==> config.mk <==
export PLATFORM = sky130hd
export DESIGN_NAME = ni_packetizer_flat
export DESIGN_NICKNAME = d
export VERILOG_FILES = /design/src/rtl/ni_packetizer_if.sv /design/src/rtl/ni_packetizer.sv /design/src/flat_wrapper.sv
export SDC_FILE = /design/constraint.sdc
export NUM_CORES = 1
export LEC_CHECK = 0
export ABC_AREA = 1
export BUFFER_PORTS_ARGS = -buffer_cell sky130_fd_sc_hd__buf_4
export CAP_MARGIN = 5
export CORE_MARGIN = 2
export CORE_UTILIZATION = 35
export CTS_CLUSTER_SIZE = 25
export DETAILED_ROUTE_END_ITERATION = 10
export HOLD_SLACK_MARGIN = 0.1
export PLACE_DENSITY = 0.59
export SETUP_SLACK_MARGIN = 0.2
export SLEW_MARGIN = 20
export SYNTH_ARGS = -nofsm -noshare
export SYNTH_HDL_FRONTEND = slang
export SYNTH_SLANG_ARGS = --single-unit
==> constraint.sdc <==
create_clock -name clk -period 1.97 [get_ports clk]
set_clock_uncertainty 0.05 [all_clocks]
set_input_delay 0.2955 -clock clk [delete_from_list [all_inputs] [get_ports clk]]
set_output_delay 0.2955 -clock clk [all_outputs]
set_load 0.02 [all_outputs]
==> src/rtl/ni_packetizer_if.sv <==
// ni_packetizer_if
//   Groups the core-side request handshake and the router-side flit
//   handshake of the network-interface packetizer.
//   Signals:
//     req_valid / req_dest / req_data / req_ready : core -> NI message request
//     noc_ready / flit_out / flit_out_valid       : NI -> router flit stream
//   Modports:
//     master : the environment (core + router), drives requests and noc_ready
//     slave  : the packetizer itself
interface ni_packetizer_if;
  logic        req_valid;
  logic [1:0]  req_dest;
  logic [15:0] req_data;
  logic        req_ready;
  logic        noc_ready;
  logic [7:0]  flit_out;
  logic        flit_out_valid;

  modport master (
    output req_valid, req_dest, req_data, noc_ready,
    input  req_ready, flit_out, flit_out_valid
  );

  modport slave (
    input  req_valid, req_dest, req_data, noc_ready,
    output req_ready, flit_out, flit_out_valid
  );
endinterface

==> src/rtl/ni_packetizer.sv <==
// ni_packetizer
//   Turns a 16-bit message from the local core into a five-flit packet:
//   one head flit {HEAD, dest} followed by four body flits, each carrying
//   one payload nibble (most significant first). Requests addressed to the
//   local node are discarded with a one-cycle pkt_drop pulse.
//   Ports:
//     clk           : clock, all state changes on the rising edge
//     rst           : synchronous active-low reset
//     current_node  : local node ID, sampled only when a request is accepted
//     bus (slave)   : request handshake and flit stream, see ni_packetizer_if
//     pkt_sent      : one-cycle pulse after the last body flit transfers
//     pkt_drop      : one-cycle pulse when a self-addressed request is dropped
//     stall_cnt     : saturating count of stalled flit cycles for the
//                     current (or most recent) packet
//   Every output is a flop; the next-output values are derived from the
//   next-state values so each output lines up with the state it describes.
module ni_packetizer #(
  parameter logic [5:0] HEAD = 6'b101111
) (
  input  logic       clk,
  input  logic       rst,
  input  logic [1:0] current_node,
  ni_packetizer_if.slave bus,
  output logic       pkt_sent,
  output logic       pkt_drop,
  output logic [7:0] stall_cnt
);

  localparam logic [1:0] ST_IDLE = 2'd0;
  localparam logic [1:0] ST_HEAD = 2'd1;
  localparam logic [1:0] ST_BODY = 2'd2;
  localparam logic [1:0] ST_DROP = 2'd3;

  // Payload nibble k, most significant nibble first.
  function automatic logic [3:0] body_nibble(input logic [15:0] data, input logic [1:0] k);
    case (k)
      2'd0:    return data[15:12];
      2'd1:    return data[11:8];
      2'd2:    return data[7:4];
      2'd3:    return data[3:0];
      default: return 4'h0;
    endcase
  endfunction

  // Body flits start with 2'b01, so they are never zero (idle) and never
  // match a head marker whose top bits are 2'b10.
  function automatic logic [7:0] body_flit(input logic [15:0] data, input logic [1:0] k);
    return {2'b01, k, body_nibble(data, k)};
  endfunction

  logic [1:0]  state_r,     state_s;
  logic [1:0]  seq_r,       seq_s;
  logic [1:0]  dest_r,      dest_s;
  logic [15:0] data_r,      data_s;
  logic        req_ready_r, req_ready_s;
  logic [7:0]  flit_r,      flit_s;
  logic        flit_vld_r,  flit_vld_s;
  logic        sent_r,      sent_s;
  logic        drop_r,      drop_s;
  logic [7:0]  stall_r,     stall_s;

  // Next-state, capture and stall-count logic.
  always_comb begin
    state_s = state_r;
    seq_s   = seq_r;
    dest_s  = dest_r;
    data_s  = data_r;
    sent_s  = 1'b0;
    drop_s  = 1'b0;

    // Stall counting only happens while a flit is offered and refused.
    if (flit_vld_r && !bus.noc_ready) begin
      if (stall_r != 8'hFF) begin
        stall_s = stall_r + 8'd1;
      end else begin
        stall_s = stall_r;
      end
    end else begin
      stall_s = stall_r;
    end

    case (state_r)
      ST_IDLE: begin
        if (bus.req_valid) begin
          dest_s  = bus.req_dest;
          data_s  = bus.req_data;
          seq_s   = 2'd0;
          stall_s = 8'd0;
          if (bus.req_dest == current_node) begin
            state_s = ST_DROP;
            drop_s  = 1'b1;
          end else begin
            state_s = ST_HEAD;
          end
        end else begin
          state_s = ST_IDLE;
        end
      end
      ST_HEAD: begin
        if (bus.noc_ready) begin
          state_s = ST_BODY;
          seq_s   = 2'd0;
        end else begin
          state_s = ST_HEAD;
        end
      end
      ST_BODY: begin
        if (bus.noc_ready) begin
          if (seq_r == 2'd3) begin
            state_s = ST_IDLE;
            sent_s  = 1'b1;
          end else begin
            seq_s = seq_r + 2'd1;
          end
        end else begin
          state_s = ST_BODY;
        end
      end
      ST_DROP: begin
        state_s = ST_IDLE;
      end
      default: begin
        state_s = ST_IDLE;
      end
    endcase
  end

  // Output values for the cycle after the edge, derived from the next state.
  always_comb begin
    req_ready_s = 1'b0;
    flit_vld_s  = 1'b0;
    flit_s      = 8'h00;
    case (state_s)
      ST_IDLE: begin
        req_ready_s = 1'b1;
      end
      ST_HEAD: begin
        flit_vld_s = 1'b1;
        flit_s     = {HEAD, dest_s};
      end
      ST_BODY: begin
        flit_vld_s = 1'b1;
        flit_s     = body_flit(data_s, seq_s);
      end
      ST_DROP: begin
        flit_vld_s = 1'b0;
      end
      default: begin
        req_ready_s = 1'b0;
      end
    endcase
  end

  // State and output registers with synchronous active-low reset.
  always_ff @(posedge clk) begin
    if (!rst) begin
      state_r     <= ST_IDLE;
      seq_r       <= 2'd0;
      dest_r      <= 2'd0;
      data_r      <= 16'h0000;
      req_ready_r <= 1'b1;
      flit_r      <= 8'h00;
      flit_vld_r  <= 1'b0;
      sent_r      <= 1'b0;
      drop_r      <= 1'b0;
      stall_r     <= 8'd0;
    end else begin
      state_r     <= state_s;
      seq_r       <= seq_s;
      dest_r      <= dest_s;
      data_r      <= data_s;
      req_ready_r <= req_ready_s;
      flit_r      <= flit_s;
      flit_vld_r  <= flit_vld_s;
      sent_r      <= sent_s;
      drop_r      <= drop_s;
      stall_r     <= stall_s;
    end
  end

  assign bus.req_ready      = req_ready_r;
  assign bus.flit_out       = flit_r;
  assign bus.flit_out_valid = flit_vld_r;
  assign pkt_sent           = sent_r;
  assign pkt_drop           = drop_r;
  assign stall_cnt          = stall_r;

endmodule

==> src/flat_wrapper.sv <==
// flat-port wrapper written by rule: the top's interface ports become plain ports
module ni_packetizer_flat 
#(
  parameter logic [5:0] HEAD = 6'b101111
)
  (clk, rst, current_node, pkt_sent, pkt_drop, stall_cnt, bus_req_valid, bus_req_dest, bus_req_data, bus_noc_ready, bus_req_ready, bus_flit_out, bus_flit_out_valid);
  ni_packetizer_if bus_i ();
  input  logic clk;
  input  logic rst;
  input  logic [1:0] current_node;
  output logic pkt_sent;
  output logic pkt_drop;
  output logic [7:0] stall_cnt;
  input wire logic [$bits(bus_i.req_valid)-1:0] bus_req_valid;
  input wire logic [$bits(bus_i.req_dest)-1:0] bus_req_dest;
  input wire logic [$bits(bus_i.req_data)-1:0] bus_req_data;
  input wire logic [$bits(bus_i.noc_ready)-1:0] bus_noc_ready;
  output wire logic [$bits(bus_i.req_ready)-1:0] bus_req_ready;
  output wire logic [$bits(bus_i.flit_out)-1:0] bus_flit_out;
  output wire logic [$bits(bus_i.flit_out_valid)-1:0] bus_flit_out_valid;
  assign bus_i.req_valid = bus_req_valid;
  assign bus_i.req_dest = bus_req_dest;
  assign bus_i.req_data = bus_req_data;
  assign bus_i.noc_ready = bus_noc_ready;
  assign bus_req_ready = bus_i.req_ready;
  assign bus_flit_out = bus_i.flit_out;
  assign bus_flit_out_valid = bus_i.flit_out_valid;
  ni_packetizer #(.HEAD(HEAD)) u_core (.clk(clk), .rst(rst), .current_node(current_node), .bus(bus_i), .pkt_sent(pkt_sent), .pkt_drop(pkt_drop), .stall_cnt(stall_cnt));
endmodule
Yosys cells after proc, flatten, opt, wreduce, memory -nomap -nowiden
Index checks and enable logic that the tools add are counted.
{"block": "word_totals", "word_cells": 56, "out_inout_bits": 20, "reg_bits": 42}
{"block": "classes", "n_eq_ne": 11, "reduce_logical": 8, "addsub": 2, "mux": 25}
{"cell": "2-to-1 mux 16 bit", "count": 2}
{"cell": "2-to-1 mux 8 bit", "count": 4}
{"cell": "2-to-1 mux 2 bit", "count": 11}
{"cell": "one-hot mux 4 bit (4 select lines)", "count": 1}
{"cell": "one-hot mux 8 bit (2 select lines)", "count": 1}
{"cell": "== test 2 bit (second input constant)", "count": 6}
{"cell": "adder 8 x 1 -> 8 bit (second input constant)", "count": 1}
{"cell": "inequality test 8 bit (second input constant)", "count": 1}
{"cell": "one-hot mux 2 bit (4 select lines)", "count": 1}
{"cell": "== test 2 x 1 -> 1 bit (second input constant)", "count": 3}
{"cell": "zero test 2 bit", "count": 3}
{"cell": "one-hot mux 2 bit (3 select lines)", "count": 1}
{"cell": "AND reduction 3 bit", "count": 2}
{"cell": "2-to-1 mux 1 bit", "count": 4}
{"cell": "adder 2 x 1 -> 2 bit (second input constant)", "count": 1}
{"cell": "== test 2 bit", "count": 1}
{"cell": "OR reduction 2 bit", "count": 1}
{"cell": "logical AND 1 bit", "count": 1}
{"cell": "zero test 1 bit", "count": 1}

Logic depth before layout (Yosys ltp)
{"block": "depth", "word_depth": 7, "mapped_depth": 12}

Worst setup path after synthesis
No wires, ideal clock.
{"block": "synth_timing", "path_kind": "reg2reg", "from": "register u_core.state_r[0]", "to": "register u_core.flit_r[0] (netlist: u_core.bus.flit_out[0])", "n_path_buf": 1, "period_less_slack_ps": 1763, "stages_incl_launch_ff": 12, "arrival_time_ps": 1644, "path_slack_ps": 207, "cell_sequence": "dfxtp_1 -> nor2_2 -> nand2_4 -> inv_6 -> buf_12 -> nand3_1 -> nand2_1 -> inv_1 -> ha_1 -> nor2_1 -> inv_1 -> a21oi_1"}
{"element": "start, declared", "line_no": "ni_packetizer.sv:51", "rtl": "logic [1:0] state_r, state_s;"}
{"element": "start signal, assigned", "line_no": "ni_packetizer.sv:168", "rtl": "state_r <= state_s;"}
{"element": "== test 2 bit, or another cell as far along", "line_no": "ni_packetizer.sv:82", "rtl": "case (state_r)"}
{"element": "one-hot mux 2 bit (4 select lines) *", "line_no": "ni_packetizer.sv:82"}
{"element": "via u_core.state_s[1]", "line_no": "ni_packetizer.sv:51"}
{"element": "== test 2 bit or == test 2 x 1 -> 1 bit (tied branches)"}
{"element": "one-hot mux 8 bit (2 select lines) *", "line_no": "ni_packetizer.sv:133", "rtl": "case (state_s)"}
{"element": "end signal, assigned", "line_no": "ni_packetizer.sv:173", "rtl": "flit_r <= flit_s;"}
{"element": "end, declared", "line_no": "ni_packetizer.sv:56", "rtl": "logic [7:0] flit_r, flit_s;"}
Mark *: on every way through the listed nets, which the timed path passes. The rest lies on a longest branch.
A chain may end at the register's enable or synchronous reset.

Worst setup path in the final report
{"block": "layout_timing", "from": "register u_core.state_r[0]", "to": "register u_core.flit_r[3] (netlist: u_core.bus.flit_out[3])"}
Same word-level chain as after synthesis.

==> out/results.tsv <==
metric	value	unit
clock_sinks	42	
path_class	reg2reg	
peakVddDrop	383	µV
drt_iter0_markers	35	
cp_max_fo	6	
dieArea	0.00641	mm²
finalWeightedCongestion	0.838	
end_kind	register	
wirelength	4.47	mm
syn_nets	303	
cts_htree_levels	2	
ys_seq_area_share	41.5	%
mostFrequentLayoutCells	nand2_1 (66), buf_4 (51), dfxtp_1 (39)	
cts_inserted_buffers	5	
cts_tree	done	
power_density	802	mW/mm²
vias	1793	
setup_tns	0	ns
antenna_found_initial	0	
diodes	0	
p_leak	1.21	nW
drtAntennaViolNets	0	
hold_viol_final	0	
dp_hpwl	3.38	mm
fillers	583	
grt_pass1_wl	7.26	mm
clk_latency	0.30	ns
synthToLayoutAreaGrowth	28.5	%
timing.rr.end	u_core.bus.flit_out[3]$_SDFF_PN0_	
register_area	850	µm²
drcViolationCount	0	
clockBufferDepth	2	
worst_slew_pin_slew	0.401	ns
place_area	0.00243	mm²
hold_start	rst	
worst_hold_slack	0.161	ns
relSlewSlack	73.1	%
period_needed	1.62	ns
avgSynthCellArea	7.39	µm²
netlist.top_cell.by_area	dfxtp_1	
min_to	u_core.bus.flit_out[7]$_SDFF_PN0_	
yosysWarningCount	0	
die_x	80.1	µm
synthFlopType	dfxtp_1	
fp.dieH	80.1	µm
rr_worst_depth	10	
maxSlewViolCount	0	
rows	27	
initial_core_util	36.6	%
root_buffer	clkbuf_8	
grt_overflow_total	0	
hold_path_depth	3	
syn_area	0.00203	mm²
design_area	0.00260	mm²
cap_violations	0	
fmax	618	MHz
synthTopCellsByArea	dfxtp_1 (42%), nand2_1 (12%), nor2_1 (5.4%)	
vias_per_cell	4.47	
io_pins	44	
io_buffer_count	43	
async_flop_share	0	%
final_layout_size_suffix_gt1_share	29.5	%
hold_path_class	in2reg	
synth_top_area_share	41.5	%
netlist_instances	274	
routedWlPerCell	11.1	µm
grt_pass1_vias	1654	
cp.required	2.15	ns
crit_path_start_kind	register	
outcome	complete, no violations	
synth-seq-cells	42	
nets	357	
r2r_start	u_core.state_r[0]$_SDFF_PN0_	
rsz0062_at_grt	no	
grt_usage	14.7	%
rrSetupSlack	0.35	ns
clk_pin_slew	0.08	ns
final-setup-viol-count	0	
layout_commonest_cell	nand2_1	
drtPass1Iterations	4	
multi_input_area	0.00103	mm²
timing.final.crit_share	82.1	%
coreArea	0.00554	mm²
synth_cell_types	32	
grt_start_max_net_pins	17	
synth_edf_count	0	
crit_arrival	1.79	ns
-- Yosys cell counts (3+ instances only) --
master	count
nor3_1	5
nand2_2	10
inv_2	3
nand2_1	67
o21ai_0	8
nor2_4	4
ha_1	5
dfxtp_1	42
nand3_1	21
nor2_1	29
inv_1	27
or2_1	4
o21ai_2	5
a21oi_1	20
-- how the worst max path moves through the flow --
stage                                       startpoint                                end  slack, ns
after floorplan           u_core.state_r[0]$_SDFF_PN0_  u_core.bus.flit_out[0]$_SDFF_PN0_       0.21
after global placement    u_core.state_r[0]$_SDFF_PN0_  u_core.bus.flit_out[4]$_SDFF_PN0_       0.25
after detailed placement  u_core.state_r[0]$_SDFF_PN0_  u_core.bus.flit_out[0]$_SDFF_PN0_       0.19
after CTS                 u_core.state_r[0]$_SDFF_PN0_  u_core.bus.flit_out[3]$_SDFF_PN0_       0.21
after global routing      u_core.state_r[0]$_SDFF_PN0_  u_core.bus.flit_out[1]$_SDFF_PN0_       0.20
final                     u_core.state_r[0]$_SDFF_PN0_  u_core.bus.flit_out[3]$_SDFF_PN0_       0.35
-- metrics by stage --
stage | cells | util, % | total power, mW | setup slack, ns
after detailed placement | 389 | 43.9 | 1.40 | 0.188
after floorplan | 274 | - | 1.26 | 0.207
after global routing | 401 | 47.0 | 2.21 | 0.204
after global placement | 389 | 43.9 | 1.40 | 0.252
final | 401 | 47.0 | 2.09 | 0.353
after CTS | 397 | 45.9 | 2.09 | 0.206
-- registers in the layout (all words and copies together) (netlist names) --
register	cells
u_core.dest_r	2
u_core.bus.flit_out_valid	1
u_core.seq_r	2
u_core.pkt_sent	1
u_core.bus.req_ready	1
u_core.bus.flit_out	8
u_core.state_r	2
u_core.stall_cnt	8
u_core.data_r	16
u_core.pkt_drop	1
-- power breakdown --
part | internal [mW] | switching (mW) | total (mW)
registers | 0.911 | 0.0333 | 0.944
logic | 0.187 | 0.274 | 0.462
clock network | 0.378 | 0.303 | 0.682
-- per-layer routing --
metal | share of wire, % | vias to the layer above | global-route usage (%)
li1 | - | 966 | -
met1 | 46 | 782 | 17.6
met2 | 49 | 40 | 25.3
met3 | 4.3 | 5 | 3.15
met4 | 1.1 | 0 | 6.10
met5 | 0 | - | 0
-- repair_timing --
| action | 4_1_cts | 5_1_grt |
|---|---|---|
| pin swaps | 0 | 4 |
| setup buffers | 0 | 4 |
| resized for setup | 2 | 12 |
| setup endpoints to repair | 6 | 7 |
| hold buffers | 0 | 0 |
-- layout make-up --
class                   count  share of cell area, %
clock buffers               6                   2.79
multi-input cells         194                   39.6
flip-flops and latches     42                   32.6
clock inverters             2                   1.44
repair buffers             52                   15.1
inverters                  33                   4.95
well taps                  72                   3.46
-- worst max-delay path, stage by stage (launching register included) --
cell and delay, ns:
dfxtp_4 0.38, nor2_4 0.12, nand2_4 0.09, inv_6 0.05, nand3_1 0.10, nand2_2 0.11, inv_2 0.05, ha_1 0.27
nor2_2 0.11, inv_2 0.09, a21oi_1 0.12
-- kinds of logic (layout without fill, tap and decap cells) --
kind of cell,count (synthesis),count (layout),share of synthesized area [%]
AOI/OAI and AO/OA,35,35,9.70
buffers and inverters,38,93,8.65
muxes,2,2,0.988
DFF,42,42,41.5
and+or+nand+nor,149,149,34.8
adders and majority gates,5,5,3.09
xor gates and xnor gates,3,3,1.30
Power figures use the tool's default switching activity.
